### config.mk
export PLATFORM = sky130hd
export DESIGN_NAME = divisor_radix_hs
export DESIGN_NICKNAME = d
export VERILOG_FILES = /design/src/rtl/divisor_radix_hs.sv
export SDC_FILE = /design/constraint.sdc
export NUM_CORES = 1
export LEC_CHECK = 0
export ABC_AREA = 1
export BUFFER_PORTS_ARGS = -buffer_cell sky130_fd_sc_hd__buf_4
export CORE_UTILIZATION = 39
export DETAILED_ROUTE_END_ITERATION = 10
export PLACE_DENSITY_LB_ADDON = 0.05
export SYNTH_ARGS = -nofsm -noshare
export SYNTH_HDL_FRONTEND = slang
export SYNTH_SLANG_ARGS = --single-unit
export TNS_END_PERCENT = 20
### constraint.sdc
create_clock -name CLK -period 3.1 [get_ports CLK]
set_clock_uncertainty 0.05 [all_clocks]
set_input_delay 0.62 -clock CLK [delete_from_list [all_inputs] [get_ports CLK]]
set_output_delay 0.62 -clock CLK [all_outputs]
set_load 0.05 [all_outputs]
### src/rtl/divisor_radix_hs.sv
// Iterative restoring divider: BITS_PER_CYCLE quotient bits per clock, signed/unsigned per
// operation, Busy/Done handshake and divide-by-zero reporting.
module divisor_radix_hs #(
    parameter int tamanyo        = 32,
    parameter int BITS_PER_CYCLE = 1
) (
    input  logic               CLK,
    input  logic               RST,
    input  logic               Start,
    input  logic               Signed,
    input  logic [tamanyo-1:0] Num,
    input  logic [tamanyo-1:0] Den,
    output logic [tamanyo-1:0] Coc,
    output logic [tamanyo-1:0] Res,
    output logic               Busy,
    output logic               Done,
    output logic               DivZero
);
    localparam int W  = tamanyo;
    localparam int N  = tamanyo / BITS_PER_CYCLE;
    localparam int CW = (N > 1) ? $clog2(N) : 1;
    localparam logic [CW-1:0] CONT_INIT = CW'(N - 1);

    typedef enum logic [1:0] {S_IDLE, S_RUN, S_FIX} state_t;

    state_t         state_q, state_d;
    logic [W-1:0]   q_q, q_d;
    logic [W-1:0]   m_q, m_d;
    logic [W:0]     acc_q, acc_d;
    logic [CW-1:0]  cont_q, cont_d;
    logic           sign_num_q, sign_num_d;
    logic           sign_den_q, sign_den_d;
    logic [W-1:0]   coc_q, coc_d;
    logic [W-1:0]   res_q, res_d;
    logic           busy_q, busy_d;
    logic           done_q, done_d;
    logic           divzero_q, divzero_d;

    logic           sign_num, sign_den, den_zero;
    logic [W-1:0]   num_mag, den_mag;
    logic [W:0]     acc_v, shifted;
    logic [W-1:0]   q_v;

    assign sign_num = Signed & Num[W-1];
    assign sign_den = Signed & Den[W-1];
    assign den_zero = (Den == '0);
    assign num_mag  = sign_num ? -Num : Num;
    assign den_mag  = sign_den ? -Den : Den;

    // ACCU stays below M after every step, so its top bit is zero before each shift.
    always_comb begin
        acc_v   = acc_q;
        q_v     = q_q;
        shifted = '0;
        for (int i = 0; i < BITS_PER_CYCLE; i++) begin
            shifted = {acc_v[W-1:0], q_v[W-1]};
            q_v     = {q_v[W-2:0], 1'b0};
            if (shifted >= {1'b0, m_q}) begin
                acc_v  = shifted - {1'b0, m_q};
                q_v[0] = 1'b1;
            end else begin
                acc_v = shifted;
            end
        end
    end

    always_ff @(posedge CLK) begin
        if (RST) begin
            state_q <= S_IDLE;
        end else begin
            state_q <= state_d;
        end
    end

    always_comb begin
        state_d = state_q;
        unique case (state_q)
            S_IDLE: if (Start) state_d = den_zero ? S_FIX : S_RUN;
            S_RUN:  if (cont_q == '0) state_d = S_FIX;
            S_FIX:  state_d = S_IDLE;
            default: state_d = S_IDLE;
        endcase
    end

    // On divide-by-zero Q carries the raw dividend and M stays zero, marking the case in FIX.
    always_comb begin
        q_d        = q_q;
        m_d        = m_q;
        acc_d      = acc_q;
        cont_d     = cont_q;
        sign_num_d = sign_num_q;
        sign_den_d = sign_den_q;
        coc_d      = coc_q;
        res_d      = res_q;
        busy_d     = busy_q;
        done_d     = done_q;
        divzero_d  = divzero_q;
        unique case (state_q)
            S_IDLE: begin
                done_d = 1'b0;
                if (Start) begin
                    sign_num_d = sign_num;
                    sign_den_d = sign_den;
                    acc_d      = '0;
                    cont_d     = CONT_INIT;
                    busy_d     = 1'b1;
                    if (den_zero) begin
                        q_d = Num;
                        m_d = '0;
                    end else begin
                        q_d = num_mag;
                        m_d = den_mag;
                    end
                end
            end
            S_RUN: begin
                q_d    = q_v;
                acc_d  = acc_v;
                cont_d = cont_q - CW'(1);
            end
            S_FIX: begin
                done_d = 1'b1;
                busy_d = 1'b0;
                if (m_q == '0) begin
                    coc_d     = '1;
                    res_d     = q_q;
                    divzero_d = 1'b1;
                end else begin
                    coc_d     = (sign_num_q ^ sign_den_q) ? -q_q : q_q;
                    res_d     = sign_num_q ? -acc_q[W-1:0] : acc_q[W-1:0];
                    divzero_d = 1'b0;
                end
            end
            default: ;
        endcase
    end

    always_ff @(posedge CLK) begin
        if (RST) begin
            q_q        <= '0;
            m_q        <= '0;
            acc_q      <= '0;
            cont_q     <= '0;
            sign_num_q <= 1'b0;
            sign_den_q <= 1'b0;
            coc_q      <= '0;
            res_q      <= '0;
            busy_q     <= 1'b0;
            done_q     <= 1'b0;
            divzero_q  <= 1'b0;
        end else begin
            q_q        <= q_d;
            m_q        <= m_d;
            acc_q      <= acc_d;
            cont_q     <= cont_d;
            sign_num_q <= sign_num_d;
            sign_den_q <= sign_den_d;
            coc_q      <= coc_d;
            res_q      <= res_d;
            busy_q     <= busy_d;
            done_q     <= done_d;
            divzero_q  <= divzero_d;
        end
    end

    always_comb begin
        Coc     = coc_q;
        Res     = res_q;
        Busy    = busy_q;
        Done    = done_q;
        DivZero = divzero_q;
    end

endmodule

Word level (Yosys, flattened, before mapping)
Cells that the tools add are included.
{ "word_totals": {"mem_count": 0, "latch_bits": 0, "romBits": 0, "ram_bits": 0, "ff_bits": 172} }
{ "classes": {"n_lt_le_gt_ge": 1, "eq_ne": 4, "n_shift": 0, "n_reduce_logical": 10, "multipliers": 0, "bitwise": 3, "n_div": 0, "addsub": 6, "muxes": 24} }
{ "ops": {"columns": ["cell", "n"], "rows": [
  ["2-to-1 mux 32 bit", 11],
  ["negator 32 bit", 4],
  ["case mux 32 bit (2 select lines)", 2],
  ["logical NOT 32 bit", 2],
  ["greater-or-equal comparator 33 x 32 -> 1 bit", 1],
  ["subtractor 32 bit", 1],
  ["case mux 5 bit (2 select lines)", 1],
  ["AND reduction 2 bit", 4],
  ["2-to-1 mux 2 bit", 3],
  ["logical NOT 5 bit", 1],
  ["2-to-1 mux 5 bit", 1],
  ["subtractor 5 x 1 -> 5 bit (second input constant)", 1],
  ["!= test 2 bit (second input constant)", 2],
  ["case mux 1 bit (2 select lines)", 2],
  ["case mux 2 bit (2 select lines)", 1],
  ["nonzero test 2 bit", 2],
  ["2-to-1 mux 1 bit", 3],
  ["AND 1 bit", 2],
  ["== test 2 x 1 -> 1 bit (second input constant)", 1],
  ["== test 2 bit (second input constant)", 1],
  ["logical NOT 2 bit", 1],
  ["bitwise XOR 1 bit", 1]
]} }

Longest topological paths before layout
Gate-level depths: netlist of the first run.
{ "depth": {"word_depth": 5, "mapped_depth": 16, "mapped_depth_nobuf": 16} }

Least setup slack after synthesis of the first run
Ideal clock, no wire load.
{ "synth_path": {"kind": "input -> register", "start": "input port Den[1]", "end": "register q_q[13]", "cell_stages": 12, "arrival_time_ns": 1.924, "required_ns": 2.980, "setup_slack_ns": 1.055, "setup_ns": 0.070, "path_cell_list": "inv_1 -> ha_1 -> nand4_1 -> nor2_2 -> nand3_2 -> inv_1 -> nand3_2 -> buf_6 -> buf_6 -> nand4_1 -> nand3_1 -> a21oi_1"} }
{ "synth_via": {"elab_chain_len": 4} }
{ "synth_lines": {"columns": ["element", "line", "rtl"], "rows": [
  ["start, declared", "12", "input logic [tamanyo-1:0] Den,"],
  ["logical NOT 32 bit", "46", "assign den_zero = (Den == '0);"],
  ["2-to-1 mux 32 bit", "107", "if (den_zero) begin"],
  ["2-to-1 mux 32 bit", "101", "if (Start) begin"],
  ["case mux 32 bit (2 select lines)", "98", "unique case (state_q)"],
  ["end signal, assigned", "152", "q_q <= q_d;"],
  ["end, declared", "27", "logic [W-1:0] q_q, q_d;"]
]} }
Every way passes these cells. The select of a mux whose other input is x is not followed.
A chain may end at the register's enable or synchronous reset.

Worst setup path in the final report of the first run
{ "layout_path": {"start": "register m_q[21]", "end": "register acc_q[26]"} }
{ "layout_via": {"elab_chain_len": 3, "elab_cells_between_ends": 4, "cone_classes": "add/sub (1); order compare (1); mux (2)"} }
{ "layout_lines": {"columns": ["element", "line", "rtl"], "rows": [
  ["start, declared", "28", "logic [W-1:0] m_q, m_d;"],
  ["start signal, assigned", "153", "m_q <= m_d;"],
  ["subtractor 32 bit / greater-or-equal comparator 33 x 32 -> 1 bit (equally long branches)", "59, 58", null],
  ["2-to-1 mux 32 bit *", "58", "if (shifted >= {1'b0, m_q}) begin"],
  ["case mux 32 bit (2 select lines) *", "98", null],
  ["end signal, assigned", "142", "acc_q <= '0;"],
  ["end signal, assigned", "154", "acc_q <= acc_d;"],
  ["end, declared", "29", "logic [W:0] acc_q, acc_d;"]
]} }
Mark *: on every way between the ends. The rest lies on a longest branch, timed or not.

==> results of run 1 <==
## cell usage in the layout, fill, tap and decap left out, drive strengths merged
| cell | netlist | layout |
|---|---|---|
| a22oi | 27 | 27 |
| o21bai | 4 | 4 |
| a211oi | 2 | 2 |
| clkinvlp | 0 | 3 |
| clkbuf | 56 | 18 |
| nand4 | 47 | 47 |
| inv | 341 | 342 |
| ha | 38 | 38 |
| mux2i | 1 | 1 |
| nor3 | 34 | 34 |
| nand3b | 13 | 13 |
| bufinv | 0 | 2 |
| clkinv | 1 | 6 |
| a31oi | 13 | 13 |
| buf | 37 | 164 |
| nand2 | 673 | 673 |
| nand3 | 257 | 257 |
| a21oi | 178 | 178 |
| nor2 | 223 | 223 |
| and2 | 7 | 7 |
| fa | 1 | 1 |
| nor3b | 2 | 2 |
| xnor2 | 25 | 25 |
| o21ai | 90 | 90 |
| xor2 | 46 | 46 |
| o211ai | 13 | 13 |
| o21a | 5 | 5 |
| o22ai | 1 | 1 |
| or2 | 8 | 8 |
| nor4 | 11 | 11 |
| dfxtp | 172 | 172 |
## synthesized netlist by cell type (6+ instances only)
cell type  number
nand2_2         7
nor3_1         32
ha_1           38
nor4_1         10
o211ai_1       13
xor2_1         46
nor2_4          6
inv_2           7
buf_6           8
dfxtp_1       172
buf_2          19
nand4_1        46
o21ai_1        20
a31oi_1        13
clkbuf_1       56
xnor2_1        25
o21ai_0        68
nand3_1       251
buf_4           6
nor2_1        210
nand2_1       665
nor2_2          7
a22oi_1        27
a21oi_1       178
and2_1          7
inv_1         334
nand3b_1       12
## report_power, final
group          switching (W)  internal, W
Combinational        0.00338      0.00157
Clock               0.000921      0.00117
Sequential          0.000251      0.00239
Total                0.00455      0.00513
## cell type report
| type | count | share of cell area |
|---|---|---|
| Clock buffer | 18 | 0.0275 |
| Clock inverter | 11 | 0.00793 |
| Inverter | 342 | 0.0822 |
| Multi-Input combinational cell | 1719 | 0.546 |
| Sequential cell | 172 | 0.220 |
| Tap cell | 455 | 0.0364 |
| Timing Repair Buffer | 164 | 0.0796 |
## flip-flops by register name (all words and copies together), names as in the netlist, 2 cells and up
name,count
Res,32
q_q,32
cont_q,5
state_q,2
acc_q,32
m_q,32
Coc,32
## metal layers
layer | GRT usage | wire [um] | up-vias
met5 | 0 | 0 | -
met4 | 0.0766 | 1080 | 0
met3 | 0.0367 | 2660 | 53
met2 | 0.433 | 21800 | 412
met1 | 0.402 | 24600 | 6988
li1 | - | - | 7651
## critical path, cell delays in order, from the launching register on
cell     delay (ns)
dfxtp_1        0.37
inv_1          0.13
ha_1           0.43
nand2_1        0.13
nor2_1         0.20
inv_1          0.09
nor2_1         0.30
nand3_4        0.12
nand2_4        0.32
nand2_1        0.13
nand3_1        0.08
a21oi_1        0.07
## worst min-delay path by stage
stage	start	to	cells after the start
floorplan	sign_den_q	sign_den_q	2
global placement	sign_den_q	sign_den_q	2
detailed placement	sign_den_q	sign_den_q	2
CTS	Den[0]	m_q[0]	3
global route	Den[0]	m_q[0]	3
finish	sign_den_q	sign_den_q	2
## through the flow
stage	instance area [um2]	hold WS [ns]
floorplan	13700	0.394
global placement	15100	0.417
detailed placement	15100	0.423
CTS	15600	0.425
global route	15600	0.444
finish	15600	0.434
## cell families (layout without fill, tap and decap cells)
| family | count (synthesis) | in the layout |
|---|---|---|
| and+or+nand+nor | 1275 | 1275 |
| DFF | 172 | 172 |
| muxes | 1 | 1 |
| AOI/OAI and AO/OA | 333 | 333 |
| xor gates and xnor gates | 71 | 71 |
| adders and majority gates | 39 | 39 |
| buffers and inverters | 435 | 535 |
==> flow_metrics.env, run 1 <==
export IMPL_instances_no_fill=2881
export IMPL_synth_compound_area_frac=0.133
export IMPL_dp_cells=2852
export IMPL_n_antenna_cell=0
export IMPL_routed_via_density=5.24
export IMPL_core_um2=34500
export IMPL_synth_area_leaders="dfxtp_1 25%, nand2_1 18%, nand3_1 9.2%, inv_1 9.2%, a21oi_1 6.5%"
export IMPL_cts_tree="done"
export IMPL_die_w_um=189
export IMPL_synth_top_cell_area_share=0.251
export IMPL_critPathRequiredTime_ns=3.34
export IMPL_post_place_ws_ns=0.402
export IMPL_worstRegToRegCells=11
export IMPL_slew_headroom=0.245
export IMPL_grtUsageTotal=0.280
export IMPL_multi_input_area_um2=8530
export IMPL_final_util=0.452
export IMPL_clkSlewWorstSetupHoldPaths_ns=0.07
export IMPL_arrival_ns=2.82
export IMPL_drc=0
export IMPL_start_kind="flop"
export IMPL_cts_buffers=17
export IMPL_boundaryPins=135
export IMPL_max_cap_violations=0
export IMPL_row_count=68
export IMPL_die_h_um=189
export IMPL_status="finished, final reports clean"
export IMPL_die_area_um2=35900
export IMPL_ys_ff_latch=172
export IMPL_initial_core_util=0.396
export IMPL_cts_resized_gates=0
export IMPL_area_growth_pct=14.1
export IMPL_synth_largest_area_cell="dfxtp_1"
export IMPL_p_total_w=0.00968
export IMPL_grt_pass1_wl_mm=78.1
export IMPL_clock_sinks=172
export IMPL_seq_area_um2=3440
export IMPL_nets=2523
export IMPL_p_leak_nw=7.48
export IMPL_gp_congestion=0.953
export IMPL_overflow=0
export IMPL_dr_total_vias=15100
export IMPL_synthArstFlopShare=0
export IMPL_timing_hold_violations_final=0
export IMPL_num_fill_cells=3896
export IMPL_synth_xor_area_frac=0.0454
export IMPL_grt_max_degree=140
export IMPL_first_iter_violations=1294
export IMPL_syn_cell_area_um2=13700
export IMPL_synth_edf_count=0
export IMPL_ys_types=50
export IMPL_place_hpwl_mm=39.4
export IMPL_syn_area_per_cell_um2=5.89
export IMPL_r2r_end="acc_q[26]"
export IMPL_rrSetupSlack_ns=0.52
export IMPL_grt_pass1_vias=14000
export IMPL_min_path_type="reg2reg"
export IMPL_synth_cells=2326
export IMPL_place_port_buffers=134
export IMPL_setup_slack_ns=0.517
export IMPL_synth_top_family_by_area="simple AND/OR/NAND/NOR gates"
export IMPL_grt_antenna_before_repair=0
export IMPL_cp_end_kind="flop"
export IMPL_synth_area_mux_share=0.000731
export IMPL_routed_wl_mm=50.2
export IMPL_ctsHoldBuffers=0
export IMPL_rsz0062_at_grt="false"
export IMPL_fin_crit_ns=2.58
export IMPL_synth_adder_area_share=0.0362
export IMPL_cts_buffer_depth=2
export IMPL_synth_seq_area_share=0.251
export IMPL_crit_fanout=33
export IMPL_ys_warn_count=0
export IMPL_dr_pass1_iters=5
export IMPL_finalMaxSlewViolations=0
export IMPL_worstSkewPairLatency_ns=0.44
export IMPL_tns_ns=0
export IMPL_cts_setup_buffers=0
export IMPL_synthFlopType="dfxtp_1"
export IMPL_drive_above_1_share=0.0985
export IMPL_avgRoutedWirePerCell_um=17.4
export IMPL_worstMarginPinSlew_ns=1.13
export IMPL_clock_fmax_mhz=387
export IMPL_crit_type="reg2reg"
export IMPL_cts_root_buffer="clkbuf_16"
export IMPL_ant_nets=0
export IMPL_cp_endpoint="acc_q[26]"
export IMPL_irDropWorstVdd_mv=0.289
export IMPL_syn_nets=2433
export IMPL_r2r_start="m_q[21]"
export IMPL_period_share=0.833
export IMPL_synthSimpleGateAreaFrac=0.406
export IMPL_crit_start="m_q[21]"
export IMPL_setup_viol=0
export IMPL_powerDensity_nw_per_um2=620
export IMPL_htreeDepth=4
(Power assumes the default switching activity.)
==> inputs of run 2 (changes only) <==
==> constraint.sdc (replaced) <==
create_clock -name CLK -period 2.5 [get_ports CLK]
set_clock_uncertainty 0.05 [all_clocks]
set_input_delay 0.5 -clock CLK [delete_from_list [all_inputs] [get_ports CLK]]
set_output_delay 0.5 -clock CLK [all_outputs]
set_load 0.05 [all_outputs]
==> flow_metrics.env, run 2 (synthesis gave the netlist of run 1 again) <==
export IMPL_drive_above_1_share=0.128
export IMPL_seq_area_um2=3440
export IMPL_rrSetupSlack_ns=0.09
export IMPL_slew_headroom=0.505
export IMPL_cp_common_cell="nor2_1"
export IMPL_grt_max_degree=140
export IMPL_htreeDepth=4
export IMPL_min_path_cells=4
export IMPL_dr_total_vias=15400
export IMPL_layout_commonest_cell="nand2_1"
export IMPL_area_growth_pct=18.5
export IMPL_row_count=68
export IMPL_cts_buffer_depth=2
export IMPL_die_w_um=189
export IMPL_critPathRequiredTime_ns=2.77
export IMPL_cpMaxStageDelayCell="nor4_1"
export IMPL_status="finished, final reports clean"
export IMPL_p_leak_nw=7.81
export IMPL_min_delay_start="Den[2]"
export IMPL_worstRegToRegCells=10
export IMPL_r2r_start="m_q[19]"
export IMPL_first_iter_violations=1243
export IMPL_cp_cell_sequence="buf_4 -> nor4_1 -> nand4_1 -> nor2_2 -> nor2_4 -> buf_4 -> nand2_1 -> nor2_1 -> nor2_1 -> nor2_1"
export IMPL_arrival_ns=2.68
export IMPL_powerDensity_nw_per_um2=775
export IMPL_clkSlewWorstSetupHoldPaths_ns=0.08
export IMPL_num_fill_cells=3821
export IMPL_grtUsageTotal=0.283
export IMPL_final_cell_mix="663 x nand2_1, 334 x inv_1, 250 x nand3_1"
export IMPL_avgRoutedWirePerCell_um=17.1
export IMPL_cts_root_buffer="clkbuf_16"
export IMPL_dr_pass1_iters=6
export IMPL_core_um2=34500
export IMPL_cp_end_kind="flop"
export IMPL_irDropWorstVdd_mv=0.564
export IMPL_clock_fmax_mhz=415
export IMPL_post_place_ws_ns=0.0530
export IMPL_die_area_um2=35900
export IMPL_tns_ns=0
export IMPL_crit_type="reg2reg"
export IMPL_setup_slack_ns=0.0912
export IMPL_min_path_type="in2reg"
export IMPL_grt_antenna_before_repair=0
export IMPL_period_share=0.964
export IMPL_worstMarginPinSlew_ns=0.740
export IMPL_fin_crit_ns=2.41
export IMPL_finalMaxSlewViolations=0
export IMPL_gp_congestion=0.990
export IMPL_cts_buffers=17
export IMPL_routed_wl_mm=50.3
export IMPL_slowest_delay_ns=0.42
export IMPL_place_area_um2=15600
export IMPL_worstSkewPairLatency_ns=0.46
export IMPL_ant_nets=0
export IMPL_boundaryPins=135
export IMPL_hold_path_endpoint="m_q[2]"
export IMPL_rsz0062_at_grt="false"
export IMPL_n_antenna_cell=0
export IMPL_crit_fanout=26
export IMPL_drc=0
export IMPL_clock_sinks=172
export IMPL_multi_input_area_um2=8610
export IMPL_initial_core_util=0.396
export IMPL_cts_tree="done"
export IMPL_start_kind="flop"
export IMPL_place_port_buffers=134
export IMPL_grt_pass1_vias=14200
export IMPL_r2r_end="Res[15]"
export IMPL_setup_viol=0
export IMPL_dp_cells=2908
export IMPL_place_hpwl_mm=39.9
export IMPL_max_cap_violations=0
export IMPL_die_h_um=189
export IMPL_timing_hold_violations_final=0
export IMPL_grt_pass1_wl_mm=78.9
export IMPL_nets=2579
export IMPL_overflow=0
export IMPL_routed_via_density=5.24
export IMPL_instances_no_fill=2940
export IMPL_fin_area_um2=16200
run 2: cell types whose count changed in the layout (fill, tap and decap cells not counted), moves of 3 or more:
cell	change
buf_4	+50
ha_1	-4
nor2_1	-10
nor3_2	+3
inv_6	+5
buf_12	+5
nor2_2	+10
nor3_1	-3
run 2: worst max-delay path, delay by kind of cell (launching register included):
family	cells	cell delay [ns]
buf+inv	2	0.40
flops	1	0.32
simple gates	8	1.49
run 2: per-stage QoR:
step | power [W] | utilization | hold slack (ns)
floorplan | 0.00764 | - | 0.394
global placement | 0.00968 | 0.450 | 0.415
detailed placement | 0.00969 | 0.450 | 0.420
CTS | 0.0125 | 0.467 | 0.288
global route | 0.0135 | 0.470 | 0.307
finish | 0.0126 | 0.470 | 0.301
run 2: timing repair:
action | 4_1_cts | 5_1_grt
setup buffers | 0 | 0
hold buffers | 0 | 0
setup endpoints to repair | 0 | 33
resized for setup | 0 | 23
run 2: power by group:
group / switching (W) / internal [W]
logic: 0.00431 / 0.00225
clock network: 0.00127 / 0.00149
registers: 0.000277 / 0.00297
run 2: worst max path at each step:
stage	startpoint	end	slack [ns]	cells past startpoint
floorplan	m_q[27]	acc_q[20]	0.55	14
global placement	Den[1]	m_q[24]	0.07	10
detailed placement	Den[1]	m_q[24]	0.05	10
CTS	m_q[28]	acc_q[16]	0.09	13
global route	m_q[11]	acc_q[6]	0.0003	14
finish	m_q[19]	Res[15]	0.09	10
run 2: routing by layer:
| layer | up-vias | part of all wire | global-route usage |
|---|---|---|---|
| met1 | 7052 | 0.49 | 0.416 |
| li1 | 7786 | - | - |
| met4 | 0 | 0.025 | 0.0865 |
| met3 | 67 | 0.060 | 0.0415 |
| met2 | 487 | 0.42 | 0.420 |
| met5 | - | 0 | 0 |
run 2: area by class of cell:
type,instances,share of cell area
flip-flops and latches,172,0.212
multi-input cells,1719,0.531
repair buffers,220,0.107
well taps,455,0.0351
clock inverters,14,0.00964
inverters,342,0.0791
clock buffers,18,0.0265
==> inputs of run 3 (changes only) <==
==> constraint.sdc (replaced) <==
create_clock -name CLK -period 3 [get_ports CLK]
set_clock_uncertainty 0.05 [all_clocks]
set_input_delay 0.6 -clock CLK [delete_from_list [all_inputs] [get_ports CLK]]
set_output_delay 0.6 -clock CLK [all_outputs]
set_load 0.05 [all_outputs]
==> flow_metrics.env, run 3 (synthesis gave the netlist of run 1 again) <==
export IMPL_status="finished, final reports clean"
export IMPL_area_growth_pct=14.5
export IMPL_r2r_end="acc_q[30]"
export IMPL_ctsHoldBuffers=0
export IMPL_htreeDepth=4
export IMPL_pwr_share_comb=0.500
export IMPL_routed_via_density=5.25
export IMPL_gp_congestion=0.955
export IMPL_clkSlewWorstSetupHoldPaths_ns=0.07
export IMPL_clock_power_share=0.231
export IMPL_crit_fanout=32
export IMPL_cp_end_kind="flop"
export IMPL_instances_no_fill=2885
export IMPL_arrival_ns=2.95
export IMPL_overflow=0
export IMPL_period_share=0.884
export IMPL_cts_buffer_depth=2
export IMPL_pwr_share_seq=0.269
export IMPL_dr_pass1_iters=7
export IMPL_die_area_um2=35900
export IMPL_cts_setup_buffers=0
export IMPL_boundaryPins=135
export IMPL_cts_root_buffer="clkbuf_16"
export IMPL_setup_viol=0
export IMPL_p_switching_w=0.00479
export IMPL_r2r_start="m_q[21]"
export IMPL_layout_commonest_cell="nand2_1"
export IMPL_n_antenna_cell=0
export IMPL_fin_crit_ns=2.65
export IMPL_cts_tree="done"
export IMPL_grtUsageTotal=0.279
export IMPL_cts_buffers=17
export IMPL_p_int_w=0.00536
export IMPL_final_cell_mix="665 x nand2_1, 334 x inv_1, 251 x nand3_1"
export IMPL_nets=2524
export IMPL_post_place_ws_ns=0.215
export IMPL_first_iter_violations=1272
export IMPL_rsz0062_at_grt="false"
export IMPL_grt_antenna_before_repair=0
export IMPL_ant_nets=0
export IMPL_min_path_cells=3
export IMPL_start_kind="flop"
export IMPL_dr_total_vias=15200
export IMPL_dp_cells=2853
export IMPL_place_hpwl_mm=38.8
export IMPL_critPathRequiredTime_ns=3.30
export IMPL_setup_slack_ns=0.347
export IMPL_die_w_um=189
export IMPL_clock_sinks=172
export IMPL_crit_type="reg2reg"
export IMPL_powerDensity_nw_per_um2=647
export IMPL_tns_ns=0
export IMPL_grt_max_degree=140
export IMPL_finalMaxSlewViolations=0
export IMPL_worstSkewPairLatency_ns=0.45
export IMPL_p_leak_nw=7.52
export IMPL_min_delay_start="Den[0]"
export IMPL_timing_hold_violations_final=0
export IMPL_core_um2=34500
export IMPL_clock_fmax_mhz=377
export IMPL_grt_pass1_vias=13900
export IMPL_avgRoutedWirePerCell_um=17.2
export IMPL_grt_pass1_wl_mm=77.9
export IMPL_cts_resized_gates=0
export IMPL_worstRegToRegCells=13
export IMPL_row_count=68
export IMPL_slew_headroom=0.229
export IMPL_worstMarginPinSlew_ns=1.15
export IMPL_initial_core_util=0.396
export IMPL_irDropWorstVdd_mv=0.378
export IMPL_drc=0
export IMPL_routed_wl_mm=49.6
export IMPL_hold_path_endpoint="m_q[0]"
export IMPL_swShare=0.471
export IMPL_min_path_type="in2reg"
export IMPL_die_h_um=189
export IMPL_place_port_buffers=134
export IMPL_drive_above_1_share=0.100
export IMPL_max_cap_violations=0
export IMPL_rrSetupSlack_ns=0.35
[run 3: area by class of cell]
class                      count  area [um2]
multi-input combinational   1719        8530
clock buffer                  17         425
tap                          455         569
inverter                     342        1280
fill                        3862       18900
sequential                   172        3440
clock inverter                15         175
timing repair buffer         165        1250
[run 3: stage by stage]
stage	hold slack, ns	power [W]	util	area [um2]
floorplan	0.394	0.00636	-	13700
detailed placement	0.418	0.00779	0.436	15100
global placement	0.414	0.00777	0.436	15100
finish	0.408	0.0102	0.454	15700
CTS	0.394	0.0101	0.454	15700
global route	0.426	0.0109	0.454	15700
[run 3: power by group through the flow]
stage	Combinational, W	Sequential (W)	Clock (W)
after floorplan	0.00356	0.00281	0
after global placement	0.00500	0.00277	0
after detailed placement	0.00502	0.00277	0
after CTS	0.00504	0.00272	0.00237
after global routing	0.00570	0.00275	0.00246
final	0.00508	0.00273	0.00234
[run 3: layer usage]
metal  GRT usage  up-vias  routed length, um
met3      0.0291       73               2800
met1       0.411     6951              24400
li1            -     7660                  -
met5           0        -                  0
met2       0.420      476              21100
met4      0.0903        0               1350
[run 3: worst max-delay path by stage]
stage	startpoint	end	slack, ns	depth (start not counted)
floorplan	Den[1]	q_q[13]	0.98	12
global placement	Num[0]	q_q[31]	0.24	10
detailed placement	Num[0]	q_q[31]	0.21	10
CTS	m_q[21]	acc_q[30]	0.43	13
global route	m_q[18]	acc_q[21]	0.16	13
finish	m_q[21]	acc_q[30]	0.35	13
[run 3: critical path, stage by stage (launching register included)]
cell and delay (ns):
dfxtp_1 0.39, inv_1 0.15, ha_1 0.41, nand2_1 0.12, nor2_1 0.26, nand2_1 0.11
nor2_1 0.16, nand2_1 0.10, nand3_2 0.10, nor2_4 0.04, buf_4 0.25, nand3_1 0.13
nand3_1 0.09, a21oi_1 0.18
